[config.mk]
export PLATFORM = sky130hd
export DESIGN_NAME = decoder_onehot_seq
export DESIGN_NICKNAME = d
export VERILOG_FILES = /design/src/rtl/decoder_onehot_seq_pkg.sv /design/src/rtl/decoder_onehot_seq_tick_gen.sv /design/src/rtl/decoder_onehot_seq.sv
export SDC_FILE = /design/constraint.sdc
export NUM_CORES = 1
export LEC_CHECK = 0
export CORE_UTILIZATION = 50
export CTS_CLUSTER_SIZE = 28
export DETAILED_ROUTE_END_ITERATION = 12
export HOLD_SLACK_MARGIN = 0.08
export PLACE_DENSITY = 0.73
export SYNTH_ARGS = -nofsm -noshare
export SYNTH_HDL_FRONTEND = slang
export SYNTH_HIERARCHICAL = 1
export SYNTH_SLANG_ARGS = --single-unit
export TNS_END_PERCENT = 100
[constraint.sdc]
create_clock -name clk -period 4.2 [get_ports clk]
set_input_delay 0.42 -clock clk [delete_from_list [all_inputs] [get_ports clk]]
set_output_delay 0.42 -clock clk [all_outputs]
set_load 0.02 [all_outputs]
[src/rtl/decoder_onehot_seq_pkg.sv]
// Shared mode encodings, FSM state type and the one-hot helper for the
// registered binary-to-one-hot decoder.
package decoder_pkg;

    localparam logic [1:0] MODE_IDLE = 2'b00;
    localparam logic [1:0] MODE_DEC  = 2'b01;
    localparam logic [1:0] MODE_SCAN = 2'b10;
    localparam logic [1:0] MODE_ONE  = 2'b11;

    // Widest select the helper supports; callers truncate to their own width.
    localparam int MAX_SEL_W = 8;
    localparam int MAX_OUT_W = 2 ** MAX_SEL_W;

    typedef enum logic [2:0] {
        S_IDLE,
        S_DEC,
        S_SCAN,
        S_ONE,
        S_DONE
    } state_t;

    function automatic logic [MAX_OUT_W-1:0] onehot(input logic [MAX_SEL_W-1:0] s);
        logic [MAX_OUT_W-1:0] r;
        r    = '0;
        r[s] = 1'b1;
        return r;
    endfunction

endpackage

[src/rtl/decoder_onehot_seq_tick_gen.sv]
// Dwell prescaler: counts 0..SCAN_DIV-1 while enabled and flags the last count.
// With SCAN_DIV=1 the counter stays at zero and every enabled cycle is a tick.
module decoder_tick_gen #(
    parameter int SCAN_DIV = 4
) (
    input  logic clk,
    input  logic rst_n,
    input  logic en,
    input  logic clear,
    output logic tick
);

    localparam int PRE_W = (SCAN_DIV > 1) ? $clog2(SCAN_DIV) : 1;
    localparam logic [PRE_W-1:0] PRE_LAST = PRE_W'(SCAN_DIV - 1);

    logic [PRE_W-1:0] cnt_reg;

    always_ff @(posedge clk or negedge rst_n) begin
        if (!rst_n) begin
            cnt_reg <= '0;
        end else if (clear) begin
            cnt_reg <= '0;
        end else if (en) begin
            cnt_reg <= (cnt_reg == PRE_LAST) ? '0 : cnt_reg + PRE_W'(1);
        end
    end

    assign tick = en && !clear && (cnt_reg == PRE_LAST);

endmodule

[src/rtl/decoder_onehot_seq.sv]
// Registered SEL_W-to-2^SEL_W one-hot decoder with direct decode, cyclic scan
// and single-pass scan modes. All outputs come straight from flops.
module decoder_onehot_seq
    import decoder_pkg::*;
#(
    parameter int SEL_W    = 2,
    parameter int SCAN_DIV = 4
) (
    input  logic                  clk,
    input  logic                  rst_n,
    input  logic                  en,
    input  logic [1:0]            mode,
    input  logic [SEL_W-1:0]      sel,
    output logic [(2**SEL_W)-1:0] d,
    output logic [SEL_W-1:0]      idx,
    output logic                  valid,
    output logic                  wrap,
    output logic                  done
);

    localparam int OUT_W = 2 ** SEL_W;
    localparam logic [SEL_W-1:0] IDX_LAST = '1;

    function automatic logic [OUT_W-1:0] dec(input logic [SEL_W-1:0] s);
        return OUT_W'(onehot(MAX_SEL_W'(s)));
    endfunction

    state_t            state_reg, state_next;
    logic [OUT_W-1:0]  d_reg, d_next;
    logic [SEL_W-1:0]  idx_reg, idx_next;
    logic              valid_reg, valid_next;
    logic              wrap_reg, wrap_next;
    logic              done_reg, done_next;
    logic              pre_run, pre_clear, tick;

    // Prescaler runs only while already dwelling; it is cleared on scan entry.
    assign pre_run   = en && (((state_reg == S_SCAN) && (mode == MODE_SCAN)) ||
                              ((state_reg == S_ONE)  && (mode == MODE_ONE)));
    assign pre_clear = en && (((mode == MODE_SCAN) && (state_reg != S_SCAN)) ||
                              ((mode == MODE_ONE) && (state_reg != S_ONE) &&
                               (state_reg != S_DONE)));

    decoder_tick_gen #(
        .SCAN_DIV (SCAN_DIV)
    ) u_tick_gen (
        .clk   (clk),
        .rst_n (rst_n),
        .en    (pre_run),
        .clear (pre_clear),
        .tick  (tick)
    );

    always_comb begin
        state_next = state_reg;
        d_next     = d_reg;
        idx_next   = idx_reg;
        valid_next = valid_reg;
        done_next  = done_reg;
        wrap_next  = 1'b0;
        if (en) begin
            case (mode)
                MODE_IDLE: begin
                    state_next = S_IDLE;
                    d_next     = '0;
                    valid_next = 1'b0;
                    done_next  = 1'b0;
                end
                MODE_DEC: begin
                    state_next = S_DEC;
                    d_next     = dec(sel);
                    idx_next   = sel;
                    valid_next = 1'b1;
                    done_next  = 1'b0;
                end
                MODE_SCAN: begin
                    if (state_reg != S_SCAN) begin
                        state_next = S_SCAN;
                        d_next     = dec(sel);
                        idx_next   = sel;
                        valid_next = 1'b1;
                        done_next  = 1'b0;
                    end else if (tick) begin
                        idx_next  = idx_reg + SEL_W'(1);
                        d_next    = dec(idx_reg + SEL_W'(1));
                        wrap_next = (idx_reg == IDX_LAST);
                    end
                end
                default: begin
                    // Single pass; S_DONE stays put until mode leaves ONESHOT.
                    if (state_reg == S_ONE) begin
                        if (tick) begin
                            if (idx_reg == IDX_LAST) begin
                                state_next = S_DONE;
                                d_next     = '0;
                                valid_next = 1'b0;
                                done_next  = 1'b1;
                            end else begin
                                idx_next = idx_reg + SEL_W'(1);
                                d_next   = dec(idx_reg + SEL_W'(1));
                            end
                        end
                    end else if (state_reg != S_DONE) begin
                        state_next = S_ONE;
                        d_next     = dec(sel);
                        idx_next   = sel;
                        valid_next = 1'b1;
                        done_next  = 1'b0;
                    end
                end
            endcase
        end
    end

    always_ff @(posedge clk or negedge rst_n) begin
        if (!rst_n) begin
            state_reg <= S_IDLE;
            d_reg     <= '0;
            idx_reg   <= '0;
            valid_reg <= 1'b0;
            wrap_reg  <= 1'b0;
            done_reg  <= 1'b0;
        end else begin
            state_reg <= state_next;
            d_reg     <= d_next;
            idx_reg   <= idx_next;
            valid_reg <= valid_next;
            wrap_reg  <= wrap_next;
            done_reg  <= done_next;
        end
    end

    assign d     = d_reg;
    assign idx   = idx_reg;
    assign valid = valid_reg;
    assign wrap  = wrap_reg;
    assign done  = done_reg;

endmodule

==> key figures <==
Timing
  – Max transition margin: 0.561
  – Final Hold Fails: 0
  – Setup Skew: 0.00965 ns
  – Hold slack: 0.518 ns
  – Final min period: 2.99 ns
  – Final Cycle Share: 0.713
  – Final slew viol count: 0
  – Endpoints failing setup: 0
  – Post-Route Setup TNS: 0 ns
  – Max Clock Freq: 0.334 GHz
  – Worst Slack Setup Final: 1.21 ns
  – Unrepaired setup endpoints after global routing: false
  – Worst slew pin tran: 0.656 ns

Place
  – PortBufs: 15
  – DP Wirelength: 1800 um
  – Routability cong.: 0.866
  – Pre-CTS setup slack: 0.915 ns

Clocking
  – Cts hold-fix bufs: 0
  – # resized after CTS: 0
  – H-tree lvl count: 1
  – CTS Buf Count: 3
  – Later-pin clock latency in the skew report: 0.29 ns
  – Reg clk slew, reported paths: 0.10 ns
  – Clock Sinks: 14
  – CTS Buffer Depth: 2
  – CTS tree: built
  – Clk root buf: clkbuf_4
  – Post-CTS setup buffer count: 0

Worst setup path
  – CP delay by family, top: simple AND/OR/NAND/NOR gates
  – WP buf/inv: 2
  – CP dominant cell by count: a21oi_1
  – Critical path start-end classification: in -> reg
  – Crit path largest cell delay: 0.47 ns
  – Worst-path cell chain: clkdlybuf4s50_1 > inv_1 > ha_1 > and4bb_2 > a21oi_1 > nor2b_1 > nand2_1 > nor2_1 > and2_1 > o21ai_0 > a21oi_1 > mux2i_1
  – Critical Path Sink Type: flip-flop
  – Startpoint Class: input pin
  – Arr. time, crit path: roughly 3.2 ns
  – Critical path fanouts, max: 9
  – CP max-delay cell: clkdlybuf4s50_1
  – Req. time, crit path: 4.41 ns

GRT
  – Initial antenna violation count: 0
  – Total congestion overflow: 0
  – First-pass GRT wire length: roughly 4200 um
  – GR Util All Layers: 0.221
  – Largest net degree at the start of global routing: 15
  – Vias in the first global route: 925

Synth
  – Cell taking the most area after synthesis: dfrtp_1
  – Post-Syn Instances: 126
  – Mean Syn Cell Area: between 9 and 10 um2
  – Cell Area, Synth: about 0.0012 mm2
  – Sequential share of the synthesized area: 0.301
  – YS warnings: 6
  – Area share of the largest cell type after synthesis: 0.301
  – Netlist cell types: 43
  – Synth Flop Type: dfrtp_1
  – Yosys reg bits: 14
  – EDFF count, synth: 0
  – Ys async rst share: 1.00
  – Area contributors post-synth: dfrtp_1 (30%), ha_1 (13%), mux2i_1 (7.7%)
  – Synth Net Count: 145

Floorplanning
  – Core area: 0.00221 mm2
  – Starting Density: 0.527
  – Die Width: around 50 um
  – Die Height: 50.3 um
  – Die footprint: 0.00253 mm2
  – I/O pins: 16
  – # rows: 17

Status
  – Status: finished clean

Route
  – 1st-pass router iterations: 4
  – Post-DR wirelength/cell: about 14 um
  – Vias/cell: 5.98
  – WL final: 2380 um
  – Via count: just under 1000
  – Routed Antenna Nets: 0
  – Iteration-0 DRC Markers: 20
  – Drc violations: 0

Min path
  – Min-delay worst type: in -> async

Final layout
  – Area grow syn2layout: 15.8%
  – Sequential cell area: 350 um2
  – Share of cells above drive strength 1: 0.0870
  – Footprint of the multi-input gates: 743 um2
  – Largest register FFs: 4
  – Final core occ: 0.610
  – Antenna fix cells: 0
  – Fill cells: approximately 190
  – Nets: 158

Job
  – Max-cap viol count: 0

Pwr
  – Leakage power: around 0.60 nW
  – PwrDens: 402 mW/mm2
  – Worst VDD drop: 0.253 mV
## synthesized netlist by cell type (2+ instances only)
library cell / n
nor2_1: 3
nor3_1: 2
ha_1: 12
clkbuf_1: 2
or3b_1: 2
o22ai_1: 3
a32oi_1: 5
mux2i_1: 9
nand2b_1: 2
a21oi_1: 6
nor2b_1: 2
inv_1: 9
o21ai_0: 5
or3_1: 2
nand4b_1: 2
nand2_1: 10
mux2_2: 4
buf_2: 3
nand3b_1: 3
nand3_1: 4
dfrtp_1: 14
## through the flow
stage	cells	cell area [um2]	power [mW]
finish	166	1350	0.542
floorplan	126	1160	0.365
CTS	166	1350	0.543
global route	166	1350	0.584
global placement	162	1310	0.439
detailed placement	162	1310	0.442
## power by group
part / internal (mW) / leakage (nW) / switching (mW)
logic: 0.112 / 0.394 / 0.134
registers: 0.165 / 0.181 / 0.0303
clock network: 0.0528 / 0.0210 / 0.0481
## path summary, 6_finish.rpt
path                       slack (ns)          from  cells after the start           end
max                              1.21       mode[0]                     12  state_reg[1]
min                              0.52         rst_n                      1        idx[1]
max reg2reg                      1.64  state_reg[2]                      9  state_reg[1]
min reg2reg                      0.52          d[1]                      1          d[1]
max in group asynchronous        3.25         rst_n                      1          done
min in group clk                 0.52          d[1]                      1          d[1]
## cell usage in the layout, fill, tap and decap left out, types with 2 or more instances in the layout
cell type,n
nand3b_1,3
clkbuf_4,3
nor2b_1,2
nand2b_1,2
nor3_1,2
a21oi_1,6
or3b_1,2
nor2_1,3
or3_1,2
nand2_1,10
inv_1,9
nand4b_1,2
o22ai_1,3
mux2_2,4
dfrtp_1,14
ha_1,12
mux2i_1,9
clkdlybuf4s50_1,15
o21ai_0,5
a32oi_1,5
nand3_1,4
## worst register-to-register path, delay by kind of cell, from the launching register on
| family | cells | cell delay, ns |
|---|---|---|
| muxes | 1 | 0.24 |
| DFF | 1 | 0.44 |
| AOI/OAI and AO/OA | 3 | 0.62 |
| and+or+nand+nor | 5 | 1.17 |
## cells by family after synthesis
logic type,Yosys count,synth area share
AO/OA/AOI/OAI,27,0.156
flip-flops,14,0.301
buffers and inverters,16,0.0612
AND/OR/NAND/NOR,43,0.225
adder cells (fa/ha/maj),12,0.129
multiplexers,14,0.129
## layout make-up
cell class / count / area share
Clock buffer: 4 / 0.0269
Inverter: 9 / 0.0250
Multi-Input combinational cell: 96 / 0.551
Sequential cell: 14 / 0.260
Tap cell: 28 / 0.0260
Timing Repair Buffer: 15 / 0.111
## metal layers
| metal | routed length, um | GRT usage | up-vias |
|---|---|---|---|
| li1 | - | - | 487 |
| met1 | 1120 | 0.296 | 466 |
| met2 | 1100 | 0.342 | 36 |
| met3 | 111 | 0.0303 | 4 |
| met4 | 42 | 0.114 | 0 |
| met5 | 0 | 0 | - |
Note: power is estimated with default switching activity, not from simulation.
